==> src/rtl/byte_scramble_tx.sv <==
// Byte-to-serial transmitter with a self-synchronizing 1+x^3+x^5 scrambler.
// Bytes go out MSB first, back-to-back when offered on the last bit of the previous byte.
//
// state | meaning
// IDLE  | no byte in flight; ready for a byte; scrambler is fed constant 0
// SHIFT | serializing the shift register MSB first; ready only on the last bit
module byte_scramble_tx (
  input  logic       i_clk,
  input  logic       i_rst_n,
  input  logic [7:0] i_data,
  input  logic       i_data_vld,
  output logic       o_data_rdy,
  output logic       o_code,
  output logic       o_byte_start,
  output logic       o_busy
);

  typedef enum logic {IDLE, SHIFT} state_t;

  state_t      state, state_nxt;
  logic [7:0]  sreg, sreg_nxt;
  logic [2:0]  cnt, cnt_nxt;
  logic [4:0]  scr;
  logic        accept;
  logic        bit_in;
  logic        code_nxt;
  logic        start_nxt;

  assign o_data_rdy = (state == IDLE) || (cnt == 3'd7);
  assign o_busy     = (state == SHIFT);
  assign accept     = i_data_vld && o_data_rdy;

  always_comb begin
    state_nxt = state;
    sreg_nxt  = sreg;
    cnt_nxt   = cnt;
    bit_in    = 1'b0;
    start_nxt = 1'b0;
    case (state)
      IDLE: begin
        if (accept) begin
          state_nxt = SHIFT;
          sreg_nxt  = i_data;
          cnt_nxt   = 3'd0;
        end
      end
      SHIFT: begin
        bit_in    = sreg[7];
        start_nxt = (cnt == 3'd0);
        if (cnt == 3'd7) begin
          if (accept) begin
            sreg_nxt = i_data;
            cnt_nxt  = 3'd0;
          end else begin
            state_nxt = IDLE;
            sreg_nxt  = 8'd0;
            cnt_nxt   = 3'd0;
          end
        end else begin
          sreg_nxt = {sreg[6:0], 1'b0};
          cnt_nxt  = cnt + 3'd1;
        end
      end
      default: begin
        state_nxt = IDLE;
        sreg_nxt  = 8'd0;
        cnt_nxt   = 3'd0;
      end
    endcase
  end

  // scr[2] is c(t-3) and scr[0] is c(t-5): newest code bit enters at scr[4]
  assign code_nxt = bit_in ^ scr[2] ^ scr[0];

  always_ff @(posedge i_clk or negedge i_rst_n) begin
    if (!i_rst_n) begin
      state        <= IDLE;
      sreg         <= 8'd0;
      cnt          <= 3'd0;
      scr          <= 5'd0;
      o_code       <= 1'b0;
      o_byte_start <= 1'b0;
    end else begin
      state        <= state_nxt;
      sreg         <= sreg_nxt;
      cnt          <= cnt_nxt;
      scr          <= {code_nxt, scr[4:1]};
      o_code       <= code_nxt;
      o_byte_start <= start_nxt;
    end
  end

endmodule

==> config.mk <==
export PLATFORM = sky130hd
export DESIGN_NAME = byte_scramble_tx
export DESIGN_NICKNAME = d
export VERILOG_FILES = /design/src/rtl/byte_scramble_tx.sv
export SDC_FILE = /design/constraint.sdc
export NUM_CORES = 1
export LEC_CHECK = 0
export ABC_AREA = 1
export CAP_MARGIN = 10
export CORE_ASPECT_RATIO = 0.8
export CORE_UTILIZATION = 29
export DETAILED_ROUTE_END_ITERATION = 7
export PLACE_DENSITY = 0.58
export SLEW_MARGIN = 20
export SYNTH_ARGS = -nofsm -noshare
export SYNTH_HDL_FRONTEND = slang
export SYNTH_SLANG_ARGS = --single-unit
==> constraint.sdc <==
create_clock -name i_clk -period 1.7 [get_ports i_clk]
set_input_delay 0.17 -clock i_clk [delete_from_list [all_inputs] [get_ports i_clk]]
set_output_delay 0.17 -clock i_clk [all_outputs]
set_load 0.05 [all_outputs]
**Word level (Yosys, flattened, before mapping)**

Index checks and enable logic that the tools add are counted.

- Logic and storage cells: 27
- Flip-flop bits (word level): 19
- Bits of input ports: 11
- Bits in writable memories: 0
- Memories: 0
- Output and inout bits: 4
- Bits in read-only memories: 0
- Latch bits: 0

- Multiply operators: 0
- Bitwise logic cells: 3
- $lt $le $gt $ge: 0
- Add/sub/neg operators: 1
- Eq/ne operators: 2
- Multiplexer cells: 12
- Shift operators: 0
- Div/mod/pow operators: 0
- Reduce and logical (&&, ||, !) cells: 3

Operator list:

| cell | count |
|---|---|
| 2-to-1 mux 8 bit | 3 |
| one-hot mux 8 bit (2 select lines) | 1 |
| 2-to-1 mux 3 bit | 2 |
| one-hot mux 3 bit (2 select lines) | 1 |
| 2-to-1 mux 1 bit | 4 |
| adder 3 x 1 -> 3 bit, second input constant | 1 |
| == test 3 bit, second input constant | 1 |
| zero test 3 bit | 1 |
| inequality test 2 bit, second input constant | 1 |
| one-hot mux 1 bit (2 select lines) | 1 |
| XOR 1 bit | 2 |
| logical AND 1 bit | 1 |
| logical OR 1 bit | 1 |
| inverter 1 bit | 1 |

**Depth between registers and ports, before layout**

Gate-level depths: netlist of run 1.

- Depth in word-level cells: 6
- Gate-level depth with buffers: 8
- Mapped depth without buffers: 7

**Worst setup path before layout of run 1**

OpenSTA, ideal clock, no wires.

- Path kind: register to register
- Start point: reg cnt[0]
- End point: reg sreg[0]
- Period minus slack after synthesis: 1.376 ns
- Buffers on the path: 1
- Data required time: 1.574 ns
- Setup slack: 0.324 ns
- Library setup time: 0.126 ns
- Arrival: 1.250 ns
- Cell stages (with the launch flop): 8
- Cells stage by stage: dfrtp_1 ha_1 ha_1 inv_2 nand2_2 buf_6 nand3_1 o21ai_0

- Word-level cells in the longest chain between the ends: 6
- Elaborated cells between the ends (all ways): 7
- Those cells by class: eq/ne (2); mux (3); reduce/logical (2)

Ends and longest elaborated chain:

| what | line | source |
|---|---|---|
| start: declaration | 22 | `logic [2:0] cnt, cnt_nxt;` |
| start signal: assignment | 86 | `cnt <= cnt_nxt;` |
| == test 3 bit (*) | 29 | `assign o_data_rdy = (state == IDLE) \|\| (cnt == 3'd7);` |
| logical OR 1 bit (*) | 29 |  |
| net o_data_rdy | 12 | `output logic o_data_rdy,` |
| logical AND 1 bit (*) | 31 | `assign accept = i_data_vld && o_data_rdy;` |
| 2-to-1 mux 8 bit | 51 | `if (accept) begin` |
| 2-to-1 mux 8 bit | 50 | `if (cnt == 3'd7) begin` |
| one-hot mux 8 bit (2 select lines) | 39 | `case (state)` |
| end signal: assignment | 85 | `sreg <= sreg_nxt;` |
| end: declaration | 21 | `logic [7:0] sreg, sreg_nxt;` |

Mark *: on every way through the listed nets, which the timed path passes. The rest lies on a longest branch.
A chain may end at the register's enable or synchronous reset.

**Worst setup path after layout of run 1**

- Start point: reg cnt[0]
- End point: out o_data_rdy

- Word-level cells in the longest chain between the ends: 2

Ends and longest elaborated chain:

| what | line |
|---|---|
| == test 3 bit | 29 |
| logical OR 1 bit | 29 |
| end: declaration | 12 |

No other way between the ends.

==> reports/qor.txt, run 1 <==
Fmax = 627 MHz
Min Clock Period, post-route = 1.59 ns
Crit path max-delay cell type = dfrtp_1
GPL Wtd Cong = 0.780
DR vias/cell = 4.13
Worst path arrival time = 1.42 ns
Data required, critical path = 1.53 ns
DRT iter0 DRCs = 19
Max Slew Vio Count = 0
Worst Skew = 0.00148 ns
Post-synthesis cell count = 98
Initial Util = 0.323
Share of cells above drive strength 1 = 0.140
Worst skew pair latency = 0.29 ns
Ys Warns = 0
CP Cell Sequence = ha_1 -> ha_1 -> inv_2 -> nand2_4 -> buf_8
CP Class = reg2out
Post-synthesis sequential area ratio = 0.541
Status = completed
Mapped cell area = 833 sq um
Antenna fix cells = 0
Setup TNS = 0 ns
Hold/Removal Path Class = in2async
I/O Pins = 15
Max-slew headroom = 0.669
DP Area = 1020 sq um
TritonCTS clock tree = yes
Leak Pwr = 0.600 nW
Worst IR Drop VDD = 0.992 mV
CTS buffer count = 3
# clock sinks = 18
Area Overhead vs Synth = 33.3%
Die Width = 61.9 microns
Die Ht = 49.9 microns
DRC viols = 0
Final Setup Violations = 0
Power per standard cell area = 1770 nW/um^2
CTS Hold Bufs = 0
Worst hold slack = 0.201 ns
First-pass GRT wire length = 2.31 mm
CP Launch Type = flop
DP Wirelength = 986 microns
Synthesized flop and latch total = 18
Vias in the first global route = 515
Input/output buffers = 14
Synth Net Count = 112
Drt total wl = 1.39 mm
Die area = 3090 sq um
Final nets = 136
Clk buf depth = 2
CP Capture Type = output pin
Site Rows = 16
Worst-Margin Slew = 0.496 ns
CP most frequent cell = ha_1
Largest net degree at the start of global routing = 19
Fin crit share = 0.938
Final hold vios = 0
WL/cell = 8.87 microns
CORE AREA = 2580 sq um
Antenna-violating nets left = 0
Finished layout cell area = 1110 sq um
Clk pin slew, worst setup/hold paths = 0.10 ns
H-tree level count = 1
Max Cap Viol = 0
CP Max Fanout = 6
Via count = 649
Drt pass-1 iters = 4
Cell variety after synth = 15
Aggregate global-route resource usage = 0.102
Root Driver = clkbuf_4
Mapped Avg Cell Area = 8.50 sq um
Max stage delay on crit path = 0.42 ns
Total grt overflow = 0
RSZ-0062 raised after global routing = false
Initial antenna violation count = 0
-- final cells by class --
type | instances | area (sq um)
inverter | 20 | 75.1
sequential | 18 | 450
tap | 36 | 45.0
multi-input combinational | 58 | 294
timing repair buffer | 21 | 210
fill | 261 | 1470
clock buffer | 4 | 36.3
-- what timing repair did --
action / CTS / global route
cloned: 0 / 0
endpoints found under the setup margin: 1 / 2
setup buffers: 1 / 4
gates resized for setup: 1 / 3
-- per-layer routing --
metal  track usage  share of wire  routed length, microns
met5             0              0                       0
met4        0.0111              0                       0
met3        0.0472          0.080                     112
met2         0.125           0.41                     577
met1         0.163           0.51                     704
-- kinds of logic (layout without fill, tap and decap cells) --
group	count (synthesis)	after routing	share of synthesized area
xor+xnor	2	2	0.0210
fa+ha+maj	3	3	0.0450
compound gates	3	3	0.0180
buf+inv	22	45	0.113
flops	18	18	0.541
simple gates	50	50	0.263
-- worst paths after layout --
path,start,endpoint,slack [ns],cells after the start
worst max-delay path,cnt[0],o_data_rdy,0.11,5
worst min-delay path,i_rst_n,sreg[1],0.20,2
worst max register to register,cnt[0],sreg[1],0.23,8
worst min register to register,scr[1],scr[0],0.36,0
max in group asynchronous,i_rst_n,o_code,1.31,2
min in group i_clk,scr[1],scr[0],0.36,0
-- stage by stage --
stage                     total power, W  instances   util  setup WS (ns)
after floorplan                  0.00140         98      -          0.324
after global placement           0.00161        148  0.396          0.250
after detailed placement         0.00161        148  0.396          0.224
after CTS                        0.00190        153  0.415         0.0218
after global routing             0.00216        157  0.430         0.0158
final                            0.00197        157  0.430          0.105
-- critical path: cells and delay by family (launching register included) --
family	cells	cell delay [ns]
flops	1	0.42
simple gates	1	0.07
fa+ha+maj	2	0.40
buf+inv	2	0.24
-- power breakdown --
part | leakage [nW] | switching (W) | internal [W]
Clock | 0.0210 | 0.000124 | 0.000130
Sequential | 0.219 | 0.000127 | 0.000632
Combinational | 0.360 | 0.000526 | 0.000429
-- flip-flops by register name (all words and copies together) (netlist names) --
register      count
scr               4
o_busy            1
cnt               3
o_byte_start      1
sreg              8
o_code            1
-- synthesized netlist by cell type --
master	number	area [sq um]
o21ai_1	1	5.00
nor2_1	1	3.75
nor2_4	1	11.3
nand3_1	15	75.1
xnor2_1	1	8.76
buf_4	1	7.51
buf_6	1	11.3
o21ai_0	2	10.0
inv_2	1	3.75
ha_1	3	37.5
xor2_1	1	8.76
nand2_1	31	116
dfrtp_1	18	450
nand2_2	2	12.5
inv_1	19	71.3
-- layout by cell type (no fill, tap or decap) --
cell             count
nand2_1             31
nand2_4              1
clkbuf_8             1
xnor2_1              1
nor2_1               1
buf_8                1
buf_4                7
nand2_2              1
inv_1               19
inv_2                1
buf_12               1
dlymetal6s2s_1       1
xor2_1               1
dfrtp_1             18
ha_1                 3
clkbuf_4             3
nor2_4               1
clkdlybuf4s50_1     11
nand3_1             15
o21ai_0              2
o21ai_1              1
Power figures use the tool's default switching activity.
==> inputs of run 2 (changes only) <==
Settings changed: CORE_UTILIZATION 29 to 49, PLACE_DENSITY 0.58 to 0.75.
==> reports/qor.txt, run 2 (synthesis gave the netlist of run 1 again) <==
Status = completed
H-tree level count = 1 (unchanged)
CORE AREA = 1490 sq um (-42%)
Clk buf depth = 2 (unchanged)
Area Overhead vs Synth = 27.6%
CP Launch Type = flop
Final hold vios = 0 (unchanged)
Largest register FFs = 8 (unchanged)
Placed cell count = 133 (-10%)
Power per standard cell area = 1830 nW/um^2 (+3.5%)
Final nets = 133 (-2.2%)
Aggregate global-route resource usage = 0.203 (+0.101)
Register name with the most flops = sreg
CP Max Fanout = 2 (-4)
CP Class = reg2out
Max-slew headroom = 0.674 (+0.00504)
Final Setup Violations = 0 (unchanged)
Total grt overflow = 0 (unchanged)
Data required, critical path = 1.53 ns (about the same)
Worst skew pair latency = 0.30 ns (about the same)
Max Slew Vio Count = 0 (unchanged)
Die Ht = 38.9 microns (-22%)
CP Cell Sequence = clkdlybuf4s50_1
TritonCTS clock tree = yes
GPL Wtd Cong = 0.827 (+6.0%)
DRC viols = 0 (unchanged)
Clock network power share = 0.134 (+0.005)
WL/cell = 10.7 microns (+21%)
Worst IR Drop VDD = 1.25 mV (+26%)
CTS Hold Bufs = 0 (unchanged)
Die Width = 48.1 microns (-22%)
DP Wirelength = 1.09 mm (+10%)
CP Capture Type = output pin
Sw Share = 0.414 (+0.0197)
Via count = 650 (+0.15%)
RSZ-0062 raised after global routing = false
# fillers = 105 (-60%)
Site Rows = 12 (-4)
Antenna-violating nets left = 0 (unchanged)
Clk pin slew, worst setup/hold paths = 0.10 ns (about the same)
Final setup margin = 0.0892 ns (-0.0161 ns)
First-pass GRT wire length = 2.47 mm (+6.9%)
DR vias/cell = 4.68 (+13%)
Switch Pwr = 0.000807 W (+4.0%)
Input/output buffers = 14 (unchanged)
DRT iter0 DRCs = 11 (-8)
Die area = 1870 sq um (-40%)
I/O Pins = 15 (unchanged)
Post-layout util = 0.715 (+0.285)
Worst Skew = 0.00636 ns (+0.00488 ns)
Worst-Margin Slew = 0.488 ns (-0.00827 ns)
Finished layout cell area = 1060 sq um (-4.3%)
# clock sinks = 18 (unchanged)
Setup TNS = 0 ns (unchanged)
Commonest non-fill, non-tap cell in the layout = nand2_1
Buf+Inv Stages, Crit Path = 1 (-1)
Root Driver = clkbuf_4
Share of cells above drive strength 1 = 0.119 (-0.0219)
Hold/Removal Path Class = in2async
Antenna fix cells = 0 (unchanged)
Crit path max-delay cell type = clkdlybuf4s50_1
CTS buffer count = 3 (unchanged)
Place WS = 0.201 ns (-0.0230 ns)
Top delay family on crit path = buffers and inverters
Post-Layout Cell Count = 139 (-11%)
Min Clock Period, post-route = 1.61 ns (+0.0161 ns)
Worst path arrival time = 1.44 ns (+0.02 ns)
Max Cap Viol = 0 (unchanged)
DP Area = 1000 sq um (-1.8%)
Fin crit share = 0.948 (+0.00948)
Internal = 0.00114 W (-4.2%)
Most frequent cells in the layout = nand2_1, inv_1, dfrtp_1
Initial antenna violation count = 0 (unchanged)
Max stage delay on crit path = 0.80 ns (+0.38 ns)
Biggest regs = sreg: 8 flops, scr: 4 flops, cnt: 3 flops
Vias in the first global route = 575 (+12%)
Fmax = 621 MHz (-1.0%)
Largest net degree at the start of global routing = 19 (unchanged)
Leak Pwr = 0.572 nW (-4.5%)
Initial Util = 0.561 (+0.238)
Drt total wl = 1.49 mm (+7.2%)
Drt pass-1 iters = 5 (+1)
Sequential power share = 0.390 (+0.004)
Share of power burned in combinational logic = 0.476 (-0.009)
## run 2: changes by cell type in the layout (fill, tap and decap cells not counted)
| cell | before | now |
|---|---|---|
| dlymetal6s2s_1 | 1 | 0 |
| buf_4 | 7 | 4 |
| clkdlybuf4s50_1 | 11 | 12 |
| buf_8 | 1 | 0 |
| buf_6 | 0 | 1 |
## run 2: path summary, 6_finish.rpt
path	cells after the start	start	endpoint	slack (ns)
setup / recovery	1	o_code	o_code	0.09
hold / removal	2	i_rst_n	scr[1]	0.18
setup reg to reg	7	cnt[0]	sreg[2]	0.35
hold reg to reg	0	scr[3]	scr[2]	0.35
max in group asynchronous	2	i_rst_n	scr[2]	1.32
min in group i_clk	0	scr[3]	scr[2]	0.35
## run 2: timing repair
| action | 4_1_cts | 5_1_grt |
|---|---|---|
| setup endpoints to repair | 1 | 1 |
| gates resized for setup | 2 | 0 |
| setup buffers | 1 | 1 |
## run 2: layer usage
layer / global-route usage / routed length [microns]
met1: 0.272 / 696
met2: 0.297 / 669
met3: 0.0981 / 110
met4: 0.0417 / 17
met5: 0 / 0
## run 2: power groups by stage
| stage | Combinational (W) | Sequential, W | Clock (W) |
|---|---|---|---|
| CTS | 0.000911 | 0.000767 | 0.000267 |
| floorplan | 0.000557 | 0.000842 | 0 |
| detailed placement | 0.000883 | 0.000765 | 0 |
| global placement | 0.000847 | 0.000766 | 0 |
| global route | 0.00104 | 0.000782 | 0.000289 |
| finish | 0.000928 | 0.000759 | 0.000261 |
## run 2: final cells by class
type | count | area [sq um] | area share
Multi-Input combinational cell | 58 | 294 | 0.276
Timing Repair Buffer | 18 | 181 | 0.171
Sequential cell | 18 | 450 | 0.424
Clock buffer | 4 | 36.3 | 0.0341
Inverter | 20 | 75.1 | 0.0706
Tap cell | 21 | 26.3 | 0.0247
## run 2: stage by stage
| step | hold WS, ns | total power (W) |
|---|---|---|
| floorplan | -0.126 | 0.00140 |
| global placement | 0.335 | 0.00161 |
| detailed placement | 0.336 | 0.00165 |
| CTS | 0.192 | 0.00194 |
| global route | 0.215 | 0.00211 |
| finish | 0.179 | 0.00195 |
==> inputs of run 3 (changes only) <==
Settings changed: CORE_ASPECT_RATIO 0.8 to unset.
==> reports/qor.txt, run 3 (synthesis gave the netlist of run 1 again) <==
Worst hold slack = 0.195 ns (+0.0159 ns)
CP Capture Type = output pin
Crit path max-delay cell type = clkdlybuf4s50_1
CTS Hold Bufs = 0 (unchanged)
Aggregate global-route resource usage = 0.202 (-0.00141)
Root Driver = clkbuf_4
Initial antenna violation count = 0 (unchanged)
Worst path arrival time = 1.45 ns (about the same)
Max Slew Vio Count = 0 (unchanged)
Initial Util = 0.541 (-0.0200)
Top delay family on crit path = buffers and inverters
DR vias/cell = 4.86 (+3.9%)
Min Clock Period, post-route = 1.62 ns (+0.00651 ns)
Data required, critical path = 1.53 ns (about the same)
CP Cell Sequence = clkdlybuf4s50_1
Most frequent cells in the layout = nand2_1, inv_1, dfrtp_1
Final hold vios = 0 (unchanged)
RSZ-0062 raised after global routing = false
Hold/Removal Path Class = in2async
Worst-Margin Slew = 0.495 ns (+0.00679 ns)
Biggest regs = sreg: 8 flops, scr: 4 flops, cnt: 3 flops
Met3 usage = 0.0894 (-0.00877)
Post-layout util = 0.698 (-0.0174)
Clk pin slew, worst setup/hold paths = 0.10 ns (about the same)
DRT iter0 DRCs = 10 (-1)
Worst Skew = 0.00521 ns (-0.00116 ns)
Worst IR Drop VDD = 0.987 mV (-21%)
WL/cell = 11.9 microns (+11%)
First-pass GRT wire length = 2.68 mm (+8.4%)
# fillers = 127 (+21%)
Drt total wl = 1.62 mm (+8.2%)
Largest net degree at the start of global routing = 19 (unchanged)
Crit. path cell count = 1 (unchanged)
Fin crit share = 0.951 (+0.00383)
Buf+Inv Stages, Crit Path = 1 (unchanged)
Site Rows = 14 (+2)
Area Overhead vs Synth = 29.1%
Final nets = 135 (+1.5%)
Antenna fix cells = 0 (unchanged)
Tot Pwr = 0.00201 W (+3.0%)
Vias in the first global route = 650 (+13%)
Clk buf depth = 2 (unchanged)
Max stage delay on crit path = 0.80 ns (about the same)
I/O Pins = 15 (unchanged)
CORE AREA = 1540 sq um (+3.7%)
Setup TNS = 0 ns (unchanged)
Die Ht = 43.2 microns (+11%)
Drt pass-1 iters = 4 (-1)
Antenna-violating nets left = 0 (unchanged)
Total grt overflow = 0 (unchanged)
Final Setup Violations = 0 (unchanged)
Die Width = 43.2 microns (-10%)
Die area = 1870 sq um (about the same)
Met1 usage = 0.217 (-0.0554)
Met2 Usage GRT = 0.355 (+0.0579)
Power per standard cell area = 1870 nW/um^2 (+1.8%)
Max-slew headroom = 0.669 (-0.00454)
Finished layout cell area = 1080 sq um (+1.2%)
Share of cells above drive strength 1 = 0.133 (+0.0147)
Global route hottest layer = met2
Worst skew pair latency = 0.29 ns (about the same)
GPL Wtd Cong = 0.782 (-5.4%)
Input/output buffers = 14 (unchanged)
DP Wirelength = 1.15 mm (+6.2%)
TritonCTS clock tree = yes
Max Cap Viol = 0 (unchanged)
# clock sinks = 18 (unchanged)
Status = completed
Register name with the most flops = sreg
Commonest non-fill, non-tap cell in the layout = nand2_1
CTS buffer count = 3 (unchanged)
Worst r2r path cells = 8 (+1)
Via count = 661 (+1.7%)
Leak Pwr = 0.584 nW (+2.1%)
Fmax = 618 MHz (-0.40%)
DP Area = 997 sq um (-0.62%)
CP Max Fanout = 2 (unchanged)
H-tree level count = 1 (unchanged)
CP Class = reg2out
DRC viols = 0 (unchanged)
CP Launch Type = flop
Largest register FFs = 8 (unchanged)
==> run 3: changes by cell type in the layout (fill, tap and decap cells not counted) <==
cell	previous run	this run
buf_8	0	1
buf_4	4	6
buf_6	1	0
==> run 3: layout make-up <==
cell class,instances,area (sq um),area share
clock buffer,4,36.3,0.0337
inverter,20,75.1,0.0698
multi-input combinational,58,294,0.273
timing repair buffer,20,200,0.186
sequential,18,450,0.419
tap,16,20.0,0.0186
==> run 3: through the flow <==
step	std cells	setup WS, ns
after global placement	128	0.255
after global routing	136	0.0321
final	136	0.0827
after CTS	133	0.0432
after floorplan	98	0.324
after detailed placement	128	0.173
==> run 3: where the power goes <==
| group | internal (W) | switching, W | leakage, nW |
|---|---|---|---|
| clock network | 0.000130 | 0.000123 | 0.0210 |
| registers | 0.000632 | 0.000136 | 0.219 |
| logic | 0.000424 | 0.000560 | 0.345 |
==> run 3: repair_timing <==
item,4_1_cts,5_1_grt
resized for setup,2,1
setup buffers,1,3
cloned,0,0
setup endpoints to repair,1,1
==> run 3: metal layers <==
layer | wire length, microns | vias up
met3 | 69 | 4
met5 | 0 | -
met1 | 693 | 306
met4 | 28 | 0
li1 | - | 337
met2 | 823 | 14
==> run 3: worst paths after layout <==
kind,from,slack [ns],endpoint
max,o_code,0.08,o_code
min,i_rst_n,0.20,cnt[2]
max reg2reg,cnt[0],0.19,sreg[7]
min reg2reg,scr[3],0.36,scr[2]
max in group asynchronous,i_rst_n,1.31,sreg[5]
min in group i_clk,scr[3],0.36,scr[2]
